===== src/rtl/fifo_uart_tx_if.sv =====
// ---------------------------------------------------------------------------
// fifo_uart_tx_if
//   Read-port bundle between a synchronous FIFO and the UART transmitter
//   that drains it.
//
//   Signals
//     fifo_read_e  one-cycle read strobe issued by the consumer
//     fifo_data    FIFO data_out; valid in the cycle after fifo_read_e
//     fifo_empty   FIFO empty flag
//
//   Modports
//     master  the consumer (fifo_uart_tx): drives fifo_read_e
//     slave   the FIFO: drives fifo_data and fifo_empty
// ---------------------------------------------------------------------------
interface fifo_uart_tx_if #(
  parameter int DATA_W = 8
);
  logic              fifo_read_e;
  logic [DATA_W-1:0] fifo_data;
  logic              fifo_empty;

  modport master (
    output fifo_read_e,
    input  fifo_data,
    input  fifo_empty
  );

  modport slave (
    input  fifo_read_e,
    output fifo_data,
    output fifo_empty
  );
endinterface


===== src/rtl/fifo_uart_tx.sv =====
// ---------------------------------------------------------------------------
// fifo_uart_tx
//   Drains a synchronous FIFO one word at a time and serialises each word as
//   an asynchronous frame on tx: start bit (0), DATA_W data bits LSB first,
//   optional parity bit, then STOP_BITS stop bits (1).
//
//   Parameters
//     DATA_W        data bits per frame (= FIFO word width)
//     CLKS_PER_BIT  clk cycles per serial bit, >= 2
//     STOP_BITS     1 or 2
//     PARITY_EN     1 inserts a parity bit after the data bits
//     PARITY_ODD    0 = even parity (XOR of data), 1 = odd parity
//
//   Ports
//     clk        system clock, rising edge
//     reset      synchronous, active-low reset
//     tx_en      permission to start new frames (sampled only in IDLE)
//     fifo       FIFO read port (master side: read strobe out, data/empty in)
//     tx         registered serial output, idles high
//     busy       high whenever the FSM is not in IDLE
//     byte_done  one-cycle pulse in the final stop-bit cycle of each frame
//
//   Sequence: IDLE -> FETCH -> LOAD -> START -> DATA -> [PARITY] -> STOP.
//   FETCH pulses the read strobe, LOAD captures the word that the FIFO
//   presents one cycle later, so the start bit begins three cycles after
//   IDLE sees work available.
// ---------------------------------------------------------------------------
module fifo_uart_tx #(
  parameter int DATA_W       = 8,
  parameter int CLKS_PER_BIT = 16,
  parameter int STOP_BITS    = 1,
  parameter int PARITY_EN    = 0,
  parameter int PARITY_ODD   = 0
) (
  input  logic           clk,
  input  logic           reset,
  input  logic           tx_en,
  fifo_uart_tx_if.master fifo,
  output logic           tx,
  output logic           busy,
  output logic           byte_done
);

  localparam int CNT_W = (CLKS_PER_BIT > 1) ? $clog2(CLKS_PER_BIT) : 1;
  localparam int IDX_W = (DATA_W > 1) ? $clog2(DATA_W) : 1;

  localparam logic [CNT_W-1:0] BAUD_LAST = CNT_W'(CLKS_PER_BIT - 1);
  // One cycle before the bit boundary: used to register byte_done so that
  // it lines up with the last stop cycle rather than trailing it.
  localparam logic [CNT_W-1:0] BAUD_PRE  = CNT_W'(CLKS_PER_BIT - 2);
  localparam logic [IDX_W-1:0] BIT_LAST  = IDX_W'(DATA_W - 1);
  localparam logic             STOP_LAST = (STOP_BITS == 2);

  typedef enum logic [2:0] {
    IDLE,
    FETCH,
    LOAD,
    START,
    DATA,
    PARITY,
    STOP
  } state_t;

  state_t            state_reg;
  logic [CNT_W-1:0]  baud_cnt_reg;
  logic [IDX_W-1:0]  bit_idx_reg;
  logic              stop_idx_reg;
  logic [DATA_W-1:0] shift_reg;
  logic [DATA_W-1:0] shift_next;
  logic              parity_reg;
  logic              tx_reg;
  logic              busy_reg;
  logic              byte_done_reg;
  logic              read_e_reg;
  logic              baud_last;
  logic              baud_pre;

  assign baud_last  = (baud_cnt_reg == BAUD_LAST);
  assign baud_pre   = (baud_cnt_reg == BAUD_PRE);
  // The next data bit is always taken from the shifted value so that the
  // tx register and the shift register advance together at a bit boundary.
  assign shift_next = shift_reg >> 1;

  always_ff @(posedge clk) begin
    if (!reset) begin
      state_reg     <= IDLE;
      baud_cnt_reg  <= '0;
      bit_idx_reg   <= '0;
      stop_idx_reg  <= 1'b0;
      shift_reg     <= '0;
      parity_reg    <= 1'b0;
      tx_reg        <= 1'b1;
      busy_reg      <= 1'b0;
      byte_done_reg <= 1'b0;
      read_e_reg    <= 1'b0;
    end else begin
      // Strobes default low; only the branches below raise them.
      read_e_reg    <= 1'b0;
      byte_done_reg <= 1'b0;

      case (state_reg)
        IDLE: begin
          tx_reg <= 1'b1;
          // The empty flag is only looked at here, so a frame is never
          // started from an empty FIFO and late flag changes are harmless.
          if (tx_en && !fifo.fifo_empty) begin
            state_reg  <= FETCH;
            read_e_reg <= 1'b1;
            busy_reg   <= 1'b1;
          end
        end

        FETCH: begin
          state_reg <= LOAD;
        end

        LOAD: begin
          shift_reg    <= fifo.fifo_data;
          parity_reg   <= (PARITY_ODD != 0) ? ~(^fifo.fifo_data) : (^fifo.fifo_data);
          baud_cnt_reg <= '0;
          tx_reg       <= 1'b0;
          state_reg    <= START;
        end

        START: begin
          if (baud_last) begin
            baud_cnt_reg <= '0;
            bit_idx_reg  <= '0;
            tx_reg       <= shift_reg[0];
            state_reg    <= DATA;
          end else begin
            baud_cnt_reg <= baud_cnt_reg + 1'b1;
          end
        end

        DATA: begin
          if (baud_last) begin
            baud_cnt_reg <= '0;
            if (bit_idx_reg == BIT_LAST) begin
              if (PARITY_EN != 0) begin
                tx_reg    <= parity_reg;
                state_reg <= PARITY;
              end else begin
                tx_reg       <= 1'b1;
                stop_idx_reg <= 1'b0;
                state_reg    <= STOP;
              end
            end else begin
              bit_idx_reg <= bit_idx_reg + 1'b1;
              shift_reg   <= shift_next;
              tx_reg      <= shift_next[0];
            end
          end else begin
            baud_cnt_reg <= baud_cnt_reg + 1'b1;
          end
        end

        PARITY: begin
          if (baud_last) begin
            baud_cnt_reg <= '0;
            tx_reg       <= 1'b1;
            stop_idx_reg <= 1'b0;
            state_reg    <= STOP;
          end else begin
            baud_cnt_reg <= baud_cnt_reg + 1'b1;
          end
        end

        STOP: begin
          tx_reg <= 1'b1;
          if (baud_pre && (stop_idx_reg == STOP_LAST)) begin
            byte_done_reg <= 1'b1;
          end
          if (baud_last) begin
            baud_cnt_reg <= '0;
            if (stop_idx_reg == STOP_LAST) begin
              busy_reg  <= 1'b0;
              state_reg <= IDLE;
            end else begin
              stop_idx_reg <= stop_idx_reg + 1'b1;
            end
          end else begin
            baud_cnt_reg <= baud_cnt_reg + 1'b1;
          end
        end

        default: begin
          tx_reg    <= 1'b1;
          busy_reg  <= 1'b0;
          state_reg <= IDLE;
        end
      endcase
    end
  end

  assign fifo.fifo_read_e = read_e_reg;
  assign tx               = tx_reg;
  assign busy             = busy_reg;
  assign byte_done        = byte_done_reg;

endmodule


===== src/flat_wrapper.sv =====
// flat-port wrapper written by rule: the top's interface ports become plain ports
module fifo_uart_tx_flat 
#(
  parameter int DATA_W       = 8,
  parameter int CLKS_PER_BIT = 16,
  parameter int STOP_BITS    = 1,
  parameter int PARITY_EN    = 0,
  parameter int PARITY_ODD   = 0
)
  (clk, reset, tx_en, tx, busy, byte_done, fifo_fifo_read_e, fifo_fifo_data, fifo_fifo_empty);
  fifo_uart_tx_if #(.DATA_W(DATA_W)) fifo_i ();
  input  logic clk;
  input  logic reset;
  input  logic tx_en;
  output logic tx;
  output logic busy;
  output logic byte_done;
  output wire logic [$bits(fifo_i.fifo_read_e)-1:0] fifo_fifo_read_e;
  input wire logic [$bits(fifo_i.fifo_data)-1:0] fifo_fifo_data;
  input wire logic [$bits(fifo_i.fifo_empty)-1:0] fifo_fifo_empty;
  assign fifo_fifo_read_e = fifo_i.fifo_read_e;
  assign fifo_i.fifo_data = fifo_fifo_data;
  assign fifo_i.fifo_empty = fifo_fifo_empty;
  fifo_uart_tx #(.DATA_W(DATA_W), .CLKS_PER_BIT(CLKS_PER_BIT), .STOP_BITS(STOP_BITS), .PARITY_EN(PARITY_EN), .PARITY_ODD(PARITY_ODD)) u_core (.clk(clk), .reset(reset), .tx_en(tx_en), .fifo(fifo_i), .tx(tx), .busy(busy), .byte_done(byte_done));
endmodule

===== config.mk =====
export PLATFORM = sky130hd
export DESIGN_NAME = fifo_uart_tx_flat
export DESIGN_NICKNAME = d
export VERILOG_FILES = /design/src/rtl/fifo_uart_tx_if.sv /design/src/rtl/fifo_uart_tx.sv /design/src/flat_wrapper.sv
export SDC_FILE = /design/constraint.sdc
export NUM_CORES = 1
export LEC_CHECK = 0
export ABC_AREA = 1
export CAP_MARGIN = 25
export CORE_MARGIN = 3
export CORE_UTILIZATION = 57
export CTS_CLUSTER_DIAMETER = 30
export DETAILED_ROUTE_END_ITERATION = 8
export PLACE_DENSITY = 0.81
export SETUP_SLACK_MARGIN = 0.05
export SLEW_MARGIN = 10
export SYNTH_ARGS = -nofsm -noshare
export SYNTH_HDL_FRONTEND = slang
export SYNTH_SLANG_ARGS = --single-unit

===== constraint.sdc =====
create_clock -name clk -period 2.1 [get_ports clk]
set_input_delay 0.21 -clock clk [delete_from_list [all_inputs] [get_ports clk]]
set_output_delay 0.21 -clock clk [all_outputs]
set_load 0.01 [all_outputs]

[Word level (Yosys, flattened, before mapping)]
Index checks and enable logic that the tools add are counted.
Operators by class
  add/subtract/negate cells: 3
  eq/ne operators: 17
  muxes and demuxes: 34
  bitwise logic cells: 3
  reductions and logical operators: 18
Operators by type and width (count)
  3-bit two-way mux: 10
  3-bit case mux with 7 select lines: 1
  8-bit two-way mux: 2
  8-bit case mux with 2 select lines: 1
  1-bit two-way mux: 14
  3-bit equality test, second input constant: 4
  2-bit by 1-bit inequality test with 1-bit output, second input constant: 6
  4-bit AND reduction: 3
  4-bit equality test, second input constant: 2
  4-bit case mux with 2 select lines: 1
  7-bit AND reduction: 1
  3-bit by 2-bit equality test with 1-bit output, second input constant: 2
  1-bit case mux with 3 select lines: 2
  3-bit case mux with 2 select lines: 1
  2-bit nonzero test: 3
  1-bit case mux with 5 select lines: 1
  5-bit AND reduction: 1
  5-bit OR reduction: 1
  4-bit by 1-bit adder with 4-bit output, second input constant: 1
  4-bit two-way mux: 1
  2-bit inequality test, second input constant: 2
  2-bit AND reduction: 2
  4-bit OR reduction: 1
  3-bit by 1-bit adder with 3-bit output, second input constant: 1
  8 further kinds: 11
Storage, ports and cells
  register bits after elaboration: 23
  bits of input ports: 12
  output and inout bits: 4
  logic and storage cells: 84

[Longest topological paths before layout]
  depth after elaboration: 4
  mapped depth: 10
  mapped depth without buffers: 9

[Worst setup path after synthesis]
No wires, ideal clock.
  path kind: flip-flop to flip-flop
  from: register u_core.bit_idx_reg[0]
  to: register u_core.shift_reg[7]
  library setup time: 0.115 ns
  data arrival time: 1.315 ns
  required time: 1.985 ns
  path slack: 0.671 ns
  cell stages (with the launch flop): 9
  buffers on the path: 0
  clock period less this slack: 1.429 ns
  cell sequence: dfxtp_1 ha_1 ha_1 inv_1 nand3_4 o21ai_4 inv_4 a21oi_2 nor2_1
On the way
  cells in the longest elaborated chain, start to end: 3
RTL lines
  start, declared: RTL line fifo_uart_tx.sv:66  | logic [IDX_W-1:0] bit_idx_reg;
  start signal, assigned: RTL line fifo_uart_tx.sv:149  | bit_idx_reg <= bit_idx_reg + 1'b1;
  3-bit equality test: RTL line fifo_uart_tx.sv:139  | if (bit_idx_reg == BIT_LAST) begin
  2-bit inequality test (no line)
  3-bit AND reduction (no line)
  end signal, assigned: RTL line fifo_uart_tx.sv:118  | shift_reg <= fifo.fifo_data;
  end signal, assigned: RTL line fifo_uart_tx.sv:150  | shift_reg <= shift_next;
  end, declared: RTL line fifo_uart_tx.sv:68  | logic [DATA_W-1:0] shift_reg;
Every way passes these cells.
A chain may end at the register's enable or synchronous reset.

[Worst setup path after layout]
  from: register u_core.bit_idx_reg[0]
  to: register u_core.shift_reg[0]
Same word-level chain as after synthesis.

==> metrics.yaml <==
timing:
  tightest_slew_ps: 526
  slew_violations: 0
  relSlewSlack_pct: 64.9
  finClkSkew_ps: 1.47
  max_clock_freq_mhz: 628
  hold_violations: 0
  grt_setup_unrepaired: "false"
  period_share_pct: 75.8
  setup-tns-final_ps: 0
  layout_min_cycle_time_ps: 1590
  finalSetupViolCount: 0
clock_network:
  cts-root-buf: "clkbuf_4"
  numCtsBuffers: 3
  clkTransAtPathRegs_ps: 110
  cts_hold_buf: 0
  postCtsSetupRepairBufs: 0
  clk_latency_ps: 290
  numClockSinks: 22
  clockBufferDepth: 2
  h-tree-depth: 1
  cts_resized: 0
  tritoncts: "built"
worst_setup_path:
  arrival_ps: 1790
  path_buf_inv: 2
  cp-start-kind: "flip-flop"
  critPathKind: "reg2reg"
  critPathTopFamily: "adder cells"
  cp_max_fo: 9
  critPathLaunch: "u_core.bit_idx_reg[0]$_SDFFE_PN0P_"
  critical_path.max_stage_delay_ps: 340
  crit_required_ps: 2300
  cp_slowest_cell: "dfxtp_1"
  crit_path_cell_trace: "ha_1, ha_1, inv_1, nand3_4, o21ai_4, inv_4, nor2_1, nor2_1"
  timing.rr.start: "u_core.bit_idx_reg[0]$_SDFFE_PN0P_"
  worstSetupEndpointType: "flip-flop"
drt:
  drt.antenna.violating_nets: 0
  wire_per_inst_um: 11.0
  vias: 1071
  post-route-drc-count: 0
  drtIter0Drc: 7
  wl_mm: 2.33
  viasPerCell: 5.08
  drtPass1Iterations: 4
global_routing:
  grt_max_degree: 16
  grtUsageTotal_pct: 20.5
  grt_pass1_vias: 1001
  grt_pass1_wl_mm: 4.22
  overflow: 0
  antenna_found_initial: 0
synth:
  syn_nets: 184
  synth.avg_cell_area_um2: 7.18
  seq_area_frac_synth_pct: 36.5
  synth-async-reset-ratio_pct: 0
  synth_top_area_share_pct: 36.5
  ys_seq_elements: 22
  synth_ff_type: "dfxtp_1"
  yosysMostFrequentCell: "nand2_1"
  yosys-top-cells-area: "dfxtp_1 (37%), nand2_1 (15%), nor2_1 (9.0%)"
  yosys.area.top_type: "dfxtp_1"
  synth_cell_types: 31
  synth_edf_count: 0
  synth_warnings: 0
  postSynthCellCount: 168
  ys_top_cells_by_count: "nand2_1 (47), nor2_1 (29), dfxtp_1 (22)"
  synthesis.area_um2: 1210
die:
  die_x_um: 52
  die_area_um2: 2700
  io_pins: 16
  initial_core_util_pct: 60.9
  fp.coreArea_um2: 1980
  placementRows: 16
  dieHeight_um: 52
layout:
  regArea_um2: 440
  multiInputGateArea_um2: 677
  fin_nets: 202
  fillers: 162
  largest_reg_flops: 8
  drive_gt1_share_pct: 12.5
  area_growth_syn_to_layout_pct: 15.6
  antennaDiodeCount: 0
placed_design:
  dp_hpwl_mm: 1.81
  place.gp.congestion: 0.815
  numPortBuffers: 15
flow_run:
  cap_viol_max_count: 0
power_and_ir_drop:
  ir_worst_vdd_v: 0.000639
  leakagePower_nw: 0.628
  powerDensity_nw_per_um2: 1220
  p_total_mw: 1.70
hold_path:
  min-delay-start: "tx_en"
  hp-class: "in2reg"
run_status:
  run_status: "complete, no violations"
-- layer usage --
| layer | vias up | global-route usage [%] | share of wire, % |
|---|---|---|---|
| li1 | 568 | - | - |
| met1 | 481 | 28.8 | 50 |
| met2 | 18 | 31.6 | 46 |
| met3 | 4 | 2.58 | 2.4 |
| met4 | 0 | 7.86 | 1.5 |
| met5 | - | 0 | 0 |
-- stage by stage --
stage	util [%]	cells	instance area [µm²]	setup slack, ps	hold slack [ps]
floorplan	-	168	1210	671	336
finish	70.3	211	1390	509	480
CTS	70.3	211	1390	515	473
global placement	69.2	208	1370	594	459
global route	70.3	211	1390	363	501
detailed placement	69.2	208	1370	531	469
-- layout make-up --
type	count	area share (%)
well taps	27	2.42
repair buffers	17	11.8
flip-flops and latches	22	31.6
multi-input cells	128	48.6
inverters	14	3.95
clock buffers	3	1.62
-- kinds of logic after synthesis --
| kind of cell | share of synthesized area [%] |
|---|---|
| flip-flops | 36.5 |
| AO/OA/AOI/OAI | 10.7 |
| buffers and inverters | 7.37 |
| adder cells (fa/ha/maj) | 4.15 |
| XOR/XNOR | 0.726 |
| AND/OR/NAND/NOR | 40.6 |
-- cell usage in the layout (no fill, tap or decap), types with 2 or more instances in the layout --
master	count
a21oi_1	7
buf_4	2
clkbuf_4	3
clkdlybuf4s50_1	15
dfxtp_1	22
ha_1	4
inv_1	10
inv_2	2
nand2_1	47
nand2_2	2
nand3_1	7
nand3_2	2
nand3_4	2
nand4_1	2
nor2_1	29
nor2_2	3
nor3_1	2
o21ai_0	7
o21ai_1	4
-- worst min-delay path, delay by kind of cell --
family | cells | cell delay [ps]
buffers and inverters | 1 | 390
AND/OR/NAND/NOR | 2 | 140
-- power by group --
group / total (mW) / switching (mW) / internal (mW)
sequential: 0.666 / 0.139 / 0.527
combinational: 0.852 / 0.520 / 0.332
clock: 0.184 / 0.117 / 0.0668
total: 1.70 / 0.776 / 0.926
-- worst paths after layout --
path	end	slack (ps)	depth (start not counted)
max	u_core.shift_reg[0]$_SDFFE_PN0P_	510	8
min	u_core.fifo.fifo_read_e$_SDFF_PN0_	480	3
max reg2reg	u_core.shift_reg[0]$_SDFFE_PN0P_	510	8
min reg2reg	u_core.bit_idx_reg[1]$_SDFFE_PN0P_	480	2
Power figures use the tool's default switching activity.
